$ cat src/rtl/mac_crc32_stream_if.sv
// Stream interface of the Ethernet CRC-32 engine: the beat handshake with
// framing and keep, plus the per-frame result and error outputs.
interface mac_crc32_stream_if #(
    parameter int DATA_W = 32,
    parameter int CNT_W  = 16
);
    localparam int NB = DATA_W / 8;

    logic              valid_i;
    logic              ready_o;
    logic              sof_i;
    logic              eop_i;
    logic              abort_i;
    logic [DATA_W-1:0] data_i;
    logic [NB-1:0]     keep_i;
    logic [31:0]       crc_o;
    logic              crc_valid_o;
    logic              crc_ok_o;
    logic [CNT_W-1:0]  byte_cnt_o;
    logic              err_o;

    // Producer side: drives beats, observes the handshake and the results.
    modport master (
        output valid_i, sof_i, eop_i, abort_i, data_i, keep_i,
        input  ready_o, crc_o, crc_valid_o, crc_ok_o, byte_cnt_o, err_o
    );

    // CRC engine side.
    modport slave (
        input  valid_i, sof_i, eop_i, abort_i, data_i, keep_i,
        output ready_o, crc_o, crc_valid_o, crc_ok_o, byte_cnt_o, err_o
    );
endinterface

$ cat src/rtl/mac_crc32_stream.sv
// Ethernet CRC-32 engine for TX FCS generation and RX FCS checking.
// Consumes DATA_W-bit beats framed by sof/eop, applies all bytes of a beat in
// one cycle, and reports the complemented FCS, a residue-based good flag and
// a saturating byte count one cycle after the eop beat is accepted.
module mac_crc32_stream #(
    parameter int DATA_W = 32,
    parameter int CNT_W  = 16
) (
    input  logic              clk_i,
    input  logic              reset_i,
    mac_crc32_stream_if.slave s
);
    localparam int          NB      = DATA_W / 8;
    localparam int          LEN_W   = $clog2(NB + 1);
    localparam logic [31:0] POLY    = 32'hEDB8_8320;
    localparam logic [31:0] INIT    = 32'hFFFF_FFFF;
    localparam logic [31:0] RESIDUE = 32'hDEBB_20E3;

    typedef enum logic [1:0] {
        IDLE,
        ACC,
        DONE
    } state_t;

    state_t           state_q, state_d;
    logic [31:0]      crc_q, crc_d;
    logic [CNT_W-1:0] cnt_q, cnt_d;
    logic [31:0]      fcs_q, fcs_d;
    logic             ok_q, ok_d;
    logic [CNT_W-1:0] cnt_out_q, cnt_out_d;
    logic             err_q, err_d;

    logic [NB-1:0]    keep_mask;
    logic [LEN_W-1:0] keep_len;
    logic             keep_bad;
    logic [NB-1:0]    use_mask;
    logic [LEN_W-1:0] beat_len;
    logic             ready;
    logic             accept;
    logic             restart;
    logic [31:0]      crc_base;
    logic [31:0]      crc_next;
    logic [CNT_W-1:0] cnt_base;
    logic [CNT_W-1:0] cnt_next;

    // One reflected-CRC byte step: the byte enters at the LSB end.
    function automatic logic [31:0] crc_byte(input logic [31:0] c, input logic [7:0] b);
        logic [31:0] r;
        r = c ^ {24'd0, b};
        for (int i = 0; i < 8; i++) begin
            r = r[0] ? ((r >> 1) ^ POLY) : (r >> 1);
        end
        return r;
    endfunction

    // Whole beat, bytes in wire order 0..NB-1, skipping bytes not in use_m.
    function automatic logic [31:0] crc_beat(input logic [31:0] c,
                                             input logic [DATA_W-1:0] d,
                                             input logic [NB-1:0] use_m);
        logic [31:0] r;
        r = c;
        for (int k = 0; k < NB; k++) begin
            if (use_m[k]) begin
                r = crc_byte(r, d[8*k +: 8]);
            end
        end
        return r;
    endfunction

    // Counter add that sticks at all-ones instead of wrapping.
    function automatic logic [CNT_W-1:0] sat_add(input logic [CNT_W-1:0] base,
                                                  input logic [LEN_W-1:0] len);
        logic [CNT_W:0] sum;
        sum = {1'b0, base} + (CNT_W + 1)'(len);
        return sum[CNT_W] ? {CNT_W{1'b1}} : sum[CNT_W-1:0];
    endfunction

    // Keep decode: usable bytes are the run of ones starting at bit 0;
    // an empty run or any set bit above the run is a protocol error.
    always_comb begin
        logic run;
        // NOTE: every signal gets a default before any branch, so no path can
        // leave it unassigned and infer a latch.
        keep_mask = '0;
        keep_len  = '0;
        run       = 1'b1;
        for (int k = 0; k < NB; k++) begin
            if (run && s.keep_i[k]) begin
                keep_mask[k] = 1'b1;
                keep_len     = keep_len + LEN_W'(1);
            end else begin
                run = 1'b0;
            end
        end
        keep_bad = (keep_mask == '0) || (keep_mask != s.keep_i);
    end

    // Datapath shared by every accepted beat: a new frame starts from INIT
    // and a zero count; otherwise the beat continues the running state.
    always_comb begin
        ready    = (state_q != DONE);
        accept   = s.valid_i && ready && !s.abort_i;
        restart  = (state_q == IDLE) || s.sof_i;
        use_mask = s.eop_i ? keep_mask : {NB{1'b1}};
        beat_len = s.eop_i ? keep_len : LEN_W'(NB);
        crc_base = restart ? INIT : crc_q;
        cnt_base = restart ? '0 : cnt_q;
        crc_next = crc_beat(crc_base, s.data_i, use_mask);
        cnt_next = sat_add(cnt_base, beat_len);
    end

    // Framing FSM: next state, running CRC/count, and result capture on eop.
    always_comb begin
        state_d   = state_q;
        crc_d     = crc_q;
        cnt_d     = cnt_q;
        fcs_d     = fcs_q;
        ok_d      = ok_q;
        cnt_out_d = cnt_out_q;
        err_d     = 1'b0;
        case (state_q)
            IDLE, ACC: begin
                if (s.abort_i) begin
                    // Abort wins over any beat presented in the same cycle.
                    state_d = IDLE;
                    crc_d   = INIT;
                    cnt_d   = '0;
                end else if (accept) begin
                    if ((state_q == IDLE) && !s.sof_i) begin
                        // Stray beat outside a frame: dropped.
                        err_d = 1'b1;
                    end else begin
                        crc_d = crc_next;
                        cnt_d = cnt_next;
                        err_d = ((state_q == ACC) && s.sof_i) || (s.eop_i && keep_bad);
                        if (s.eop_i) begin
                            state_d   = DONE;
                            fcs_d     = ~crc_next;
                            ok_d      = (crc_next == RESIDUE);
                            cnt_out_d = cnt_next;
                        end else begin
                            state_d = ACC;
                        end
                    end
                end
            end
            DONE: begin
                state_d = IDLE;
                crc_d   = INIT;
                cnt_d   = '0;
            end
            default: begin
                state_d = IDLE;
                crc_d   = INIT;
                cnt_d   = '0;
            end
        endcase
    end

    // State and result registers.
    always_ff @(posedge clk_i or negedge reset_i) begin
        if (!reset_i) begin
            state_q   <= IDLE;
            crc_q     <= INIT;
            cnt_q     <= '0;
            fcs_q     <= '0;
            ok_q      <= 1'b0;
            cnt_out_q <= '0;
            err_q     <= 1'b0;
        end else begin
            // NOTE: non-blocking assignments so every flop samples the values
            // from before this edge, independent of statement order.
            state_q   <= state_d;
            crc_q     <= crc_d;
            cnt_q     <= cnt_d;
            fcs_q     <= fcs_d;
            ok_q      <= ok_d;
            cnt_out_q <= cnt_out_d;
            err_q     <= err_d;
        end
    end

    assign s.ready_o     = ready;
    assign s.crc_valid_o = (state_q == DONE);
    assign s.crc_o       = fcs_q;
    assign s.crc_ok_o    = ok_q;
    assign s.byte_cnt_o  = cnt_out_q;
    assign s.err_o       = err_q;
endmodule

$ cat src/flat_wrapper.sv
// flat-port wrapper written by rule: the top's interface ports become plain ports
module mac_crc32_stream_flat 
#(
    parameter int DATA_W = 32,
    parameter int CNT_W  = 16
)
  (clk_i, reset_i, s_valid_i, s_sof_i, s_eop_i, s_abort_i, s_data_i, s_keep_i, s_ready_o, s_crc_o, s_crc_valid_o, s_crc_ok_o, s_byte_cnt_o, s_err_o);
  mac_crc32_stream_if #(.DATA_W(DATA_W), .CNT_W(CNT_W)) s_i ();
  input  logic clk_i;
  input  logic reset_i;
  input wire logic [$bits(s_i.valid_i)-1:0] s_valid_i;
  input wire logic [$bits(s_i.sof_i)-1:0] s_sof_i;
  input wire logic [$bits(s_i.eop_i)-1:0] s_eop_i;
  input wire logic [$bits(s_i.abort_i)-1:0] s_abort_i;
  input wire logic [$bits(s_i.data_i)-1:0] s_data_i;
  input wire logic [$bits(s_i.keep_i)-1:0] s_keep_i;
  output wire logic [$bits(s_i.ready_o)-1:0] s_ready_o;
  output wire logic [$bits(s_i.crc_o)-1:0] s_crc_o;
  output wire logic [$bits(s_i.crc_valid_o)-1:0] s_crc_valid_o;
  output wire logic [$bits(s_i.crc_ok_o)-1:0] s_crc_ok_o;
  output wire logic [$bits(s_i.byte_cnt_o)-1:0] s_byte_cnt_o;
  output wire logic [$bits(s_i.err_o)-1:0] s_err_o;
  assign s_i.valid_i = s_valid_i;
  assign s_i.sof_i = s_sof_i;
  assign s_i.eop_i = s_eop_i;
  assign s_i.abort_i = s_abort_i;
  assign s_i.data_i = s_data_i;
  assign s_i.keep_i = s_keep_i;
  assign s_ready_o = s_i.ready_o;
  assign s_crc_o = s_i.crc_o;
  assign s_crc_valid_o = s_i.crc_valid_o;
  assign s_crc_ok_o = s_i.crc_ok_o;
  assign s_byte_cnt_o = s_i.byte_cnt_o;
  assign s_err_o = s_i.err_o;
  mac_crc32_stream #(.DATA_W(DATA_W), .CNT_W(CNT_W)) u_core (.clk_i(clk_i), .reset_i(reset_i), .s(s_i));
endmodule
$ cat config.mk
export PLATFORM = sky130hd
export DESIGN_NAME = mac_crc32_stream_flat
export DESIGN_NICKNAME = d
export VERILOG_FILES = /design/src/rtl/mac_crc32_stream_if.sv /design/src/rtl/mac_crc32_stream.sv /design/src/flat_wrapper.sv
export SDC_FILE = /design/constraint.sdc
export NUM_CORES = 1
export LEC_CHECK = 0
export BUFFER_PORTS_ARGS = -buffer_cell sky130_fd_sc_hd__buf_4
export CAP_MARGIN = 20
export CORE_MARGIN = 3
export CORE_UTILIZATION = 35
export CTS_BUF_LIST = sky130_fd_sc_hd__clkbuf_4 sky130_fd_sc_hd__clkbuf_8 sky130_fd_sc_hd__clkbuf_16
export DETAILED_ROUTE_END_ITERATION = 8
export GPL_TIMING_DRIVEN = 0
export PLACE_DENSITY = 0.48
export SETUP_SLACK_MARGIN = 0.15
export SKIP_LAST_GASP = 1
export SLEW_MARGIN = 0
export SYNTH_ARGS = -nofsm -noshare
export SYNTH_HDL_FRONTEND = slang
export SYNTH_SLANG_ARGS = --single-unit
$ cat constraint.sdc
create_clock -name clk_i -period 18.4 [get_ports clk_i]
set_clock_uncertainty 0.05 [all_clocks]
set_input_delay 0.92 -clock clk_i [delete_from_list [all_inputs] [get_ports clk_i]]
set_output_delay 0.92 -clock clk_i [all_outputs]
set_load 0.02 [all_outputs]
==> reports/qor.yml <==
status: "complete, no violations"
finalHoldViolations: 0
post-route-period-util_pct: 43.2
arrival_ns: 8.14
slew_violations: 0
min_period_ns: 7.95
switchingPower_mw: 1.27
drive_gt1_share_pct: 14.6
route.detailed.drc: 0
clockBufferDepth: 2
async_flop_share_pct: 100
hold_path_class: "reg2reg"
antenna_found_initial: 0
use_met1_pct: 38.1
final_cell_mix: "193 x nand2_1, 145 x xnor2_1, 123 x nor2_1"
clkPwrFrac_pct: 8.2
cts.htree.levels: 3
endpoint_kind: "register"
area.growth.synth_to_final_pct: 13.2
vias: 10868
die_y_um: 186
start_kind: "primary input"
ios: 94
tns_ns: 0
max_cap_violations: 0
num_rows: 65
core_area_um2: 31700
internal-power_mw: 1.18
clk_pin_slew_ns: 0.07
synth_cell_types: 93
grt_use_met2_pct: 40.0
die_area_um2: 34500
relSlewSlack_pct: 33.5
grt_max_degree: 55
drt_pass1_iterations: 5
pre_cts_ws_ns: 10.12
die_x_um: 186
cts_buffers: 9
post-dp-hpwl_um: 35500
pwr-share-comb_pct: 76.9
synth_enable_flop_cells: 0
drtIter0Drc: 971
seq_power_share_pct: 14.9
synth_top_area_share_pct: 15.1
crit_required_ns: 18.59
max_freq_ghz: 0.126
postSynthAreaPerCell_um2: 8.05
met3_usage_pct: 2.52
portBuffers: 85
layout_commonest_cell: "nand2_1"
diodes: 0
ant_nets: 0
synth_ff_type: "dfrtp_1"
vdd_drop_max_mv: 0.101
grt_pass1_wl_um: 66700
initial_core_util_pct: 35.6
routedWlPerCell_um: 23.3
post_cts_resized: 0
worst_hold_slack_ns: 0.429
tightest_slew_ns: 0.991
crit_path_max_fanout: 10
rsz0062_at_grt: "no"
cts_root_buf: "clkbuf_16"
grt_pass1_vias: 10310
nets: 1551
post_cts_buffers: 0
p_sw_share_pct: 51.9
power_density_nw_per_um2: 191
gp_congestion: 0.936
clock-sinks: 100
clk_latency_ns: 0.35
report.final.setup_viol: 0
ys_seq_area_share_pct: 22.5
crit_type: "in2reg"
track_usage_pct: 25.7
postCtsHoldBufs: 0
overflow: 0
viasPerCell: 5.69
grt-busiest-layer: "met2"
synth.area.top_cells: "dfrtp_1 15%, xnor2_1 11%, dfstp_2 7.4%"
yosys_warnings: 0
synth_nets: 1452
netlist_instances: 1405
routed_wl_um: 44500
fin_ws_ns: 10.45
synth_top_cell_by_area: "dfrtp_1"
netlist_area_um2: 11300
synth_seq_cells: 100
p_leak_nw: 5.41
cts_tree: "done"
[synthesized netlist by cell type, types with 22 or more instances]
library cell	instances
o211ai_1	24
xor2_1	67
mux2i_1	32
xnor2_1	145
nand3_1	33
o21ai_0	102
dfrtp_1	68
buf_2	24
nor2_1	123
nor3_1	48
a21oi_1	82
xnor3_1	22
nand2_1	193
dfstp_2	32
clkbuf_1	54
[final timing paths]
path                                   start                 to  slack [ns]  cells past startpoint
max                                  s_sof_i  u_core.s.crc_ok_o       10.45                     23
min                          u_core.cnt_q[0]    u_core.cnt_q[0]        0.43                      2
max reg2reg                u_core.state_q[0]  u_core.s.crc_ok_o       10.55                     22
min reg2reg                  u_core.cnt_q[0]    u_core.cnt_q[0]        0.43                      2
max in group asynchronous            reset_i    u_core.crc_q[8]       17.01                      2
min in group asynchronous            reset_i  u_core.s.crc_o[2]        0.54                      1
[critical path, cell delays in order]
cell      delay, ns
buf_4          0.09
o21bai_4       0.16
buf_6          0.18
buf_6          0.16
buf_4          0.19
buf_2          0.25
buf_2          0.30
buf_2          0.25
clkbuf_1       0.34
nor3_1         0.09
a21oi_1        0.45
nand3b_1       0.18
nand4_1        0.49
nand3_1        0.39
nand2_1        0.26
and3_1         0.28
nor4_4         0.67
xor3_1         0.53
a21oi_1        0.61
nand3_1        0.13
or4_1          0.46
or4_1          0.48
o31ai_1        0.27
[registers in the layout, indices dropped and copies added, names as in the netlist]
| name | cells |
|---|---|
| u_core.s.err_o | 1 |
| u_core.crc_q | 32 |
| u_core.s.crc_o | 32 |
| u_core.state_q | 2 |
| u_core.s.byte_cnt_o | 16 |
| u_core.s.crc_ok_o | 1 |
| u_core.cnt_q | 16 |
[power groups by stage]
stage          sequential [mW]  clock [mW]  combinational, mW
6_report                 0.365       0.202               1.88
5_1_grt                  0.370       0.214               2.01
4_1_cts                  0.362       0.204               1.87
3_5_place_dp             0.364           0               1.86
3_3_place_gp             0.366           0               1.85
2_1_floorplan            0.381           0               1.26
[through the flow]
| step | instance area, µm² | std cells | total power [mW] | util (%) |
|---|---|---|---|---|
| after floorplan | 11300 | 1405 | 1.64 | - |
| after global placement | 12400 | 1892 | 2.22 | 39.2 |
| after detailed placement | 12500 | 1893 | 2.22 | 39.3 |
| after CTS | 12800 | 1909 | 2.44 | 40.3 |
| after global routing | 12800 | 1911 | 2.59 | 40.4 |
| final | 12800 | 1911 | 2.45 | 40.4 |
[logic make-up after synthesis]
kind of cell,share of synthesized area (%)
mux,3.46
compound gates,22.8
fa+ha+maj,0.620
xor+xnor,24.6
buf+inv,4.48
flops,22.5
simple gates,21.6
[metal layers]
layer | routed length (µm) | vias to the layer above
met1 | 20800 | 5210
met3 | 2940 | 49
met4 | 1290 | 0
met2 | 19500 | 421
met5 | 0 | -
li1 | - | 5188
[final cells by class]
cell class                 instances  area [µm²]
buffer                            95         439
clock buffer                      12         254
clock inverter                     4        57.6
fill                            3309       18900
inverter                          18        67.6
multi-input combinational       1192        8250
sequential                       100        2540
tap                              402         503
timing repair buffer              88         681
(Power assumes the default switching activity.)
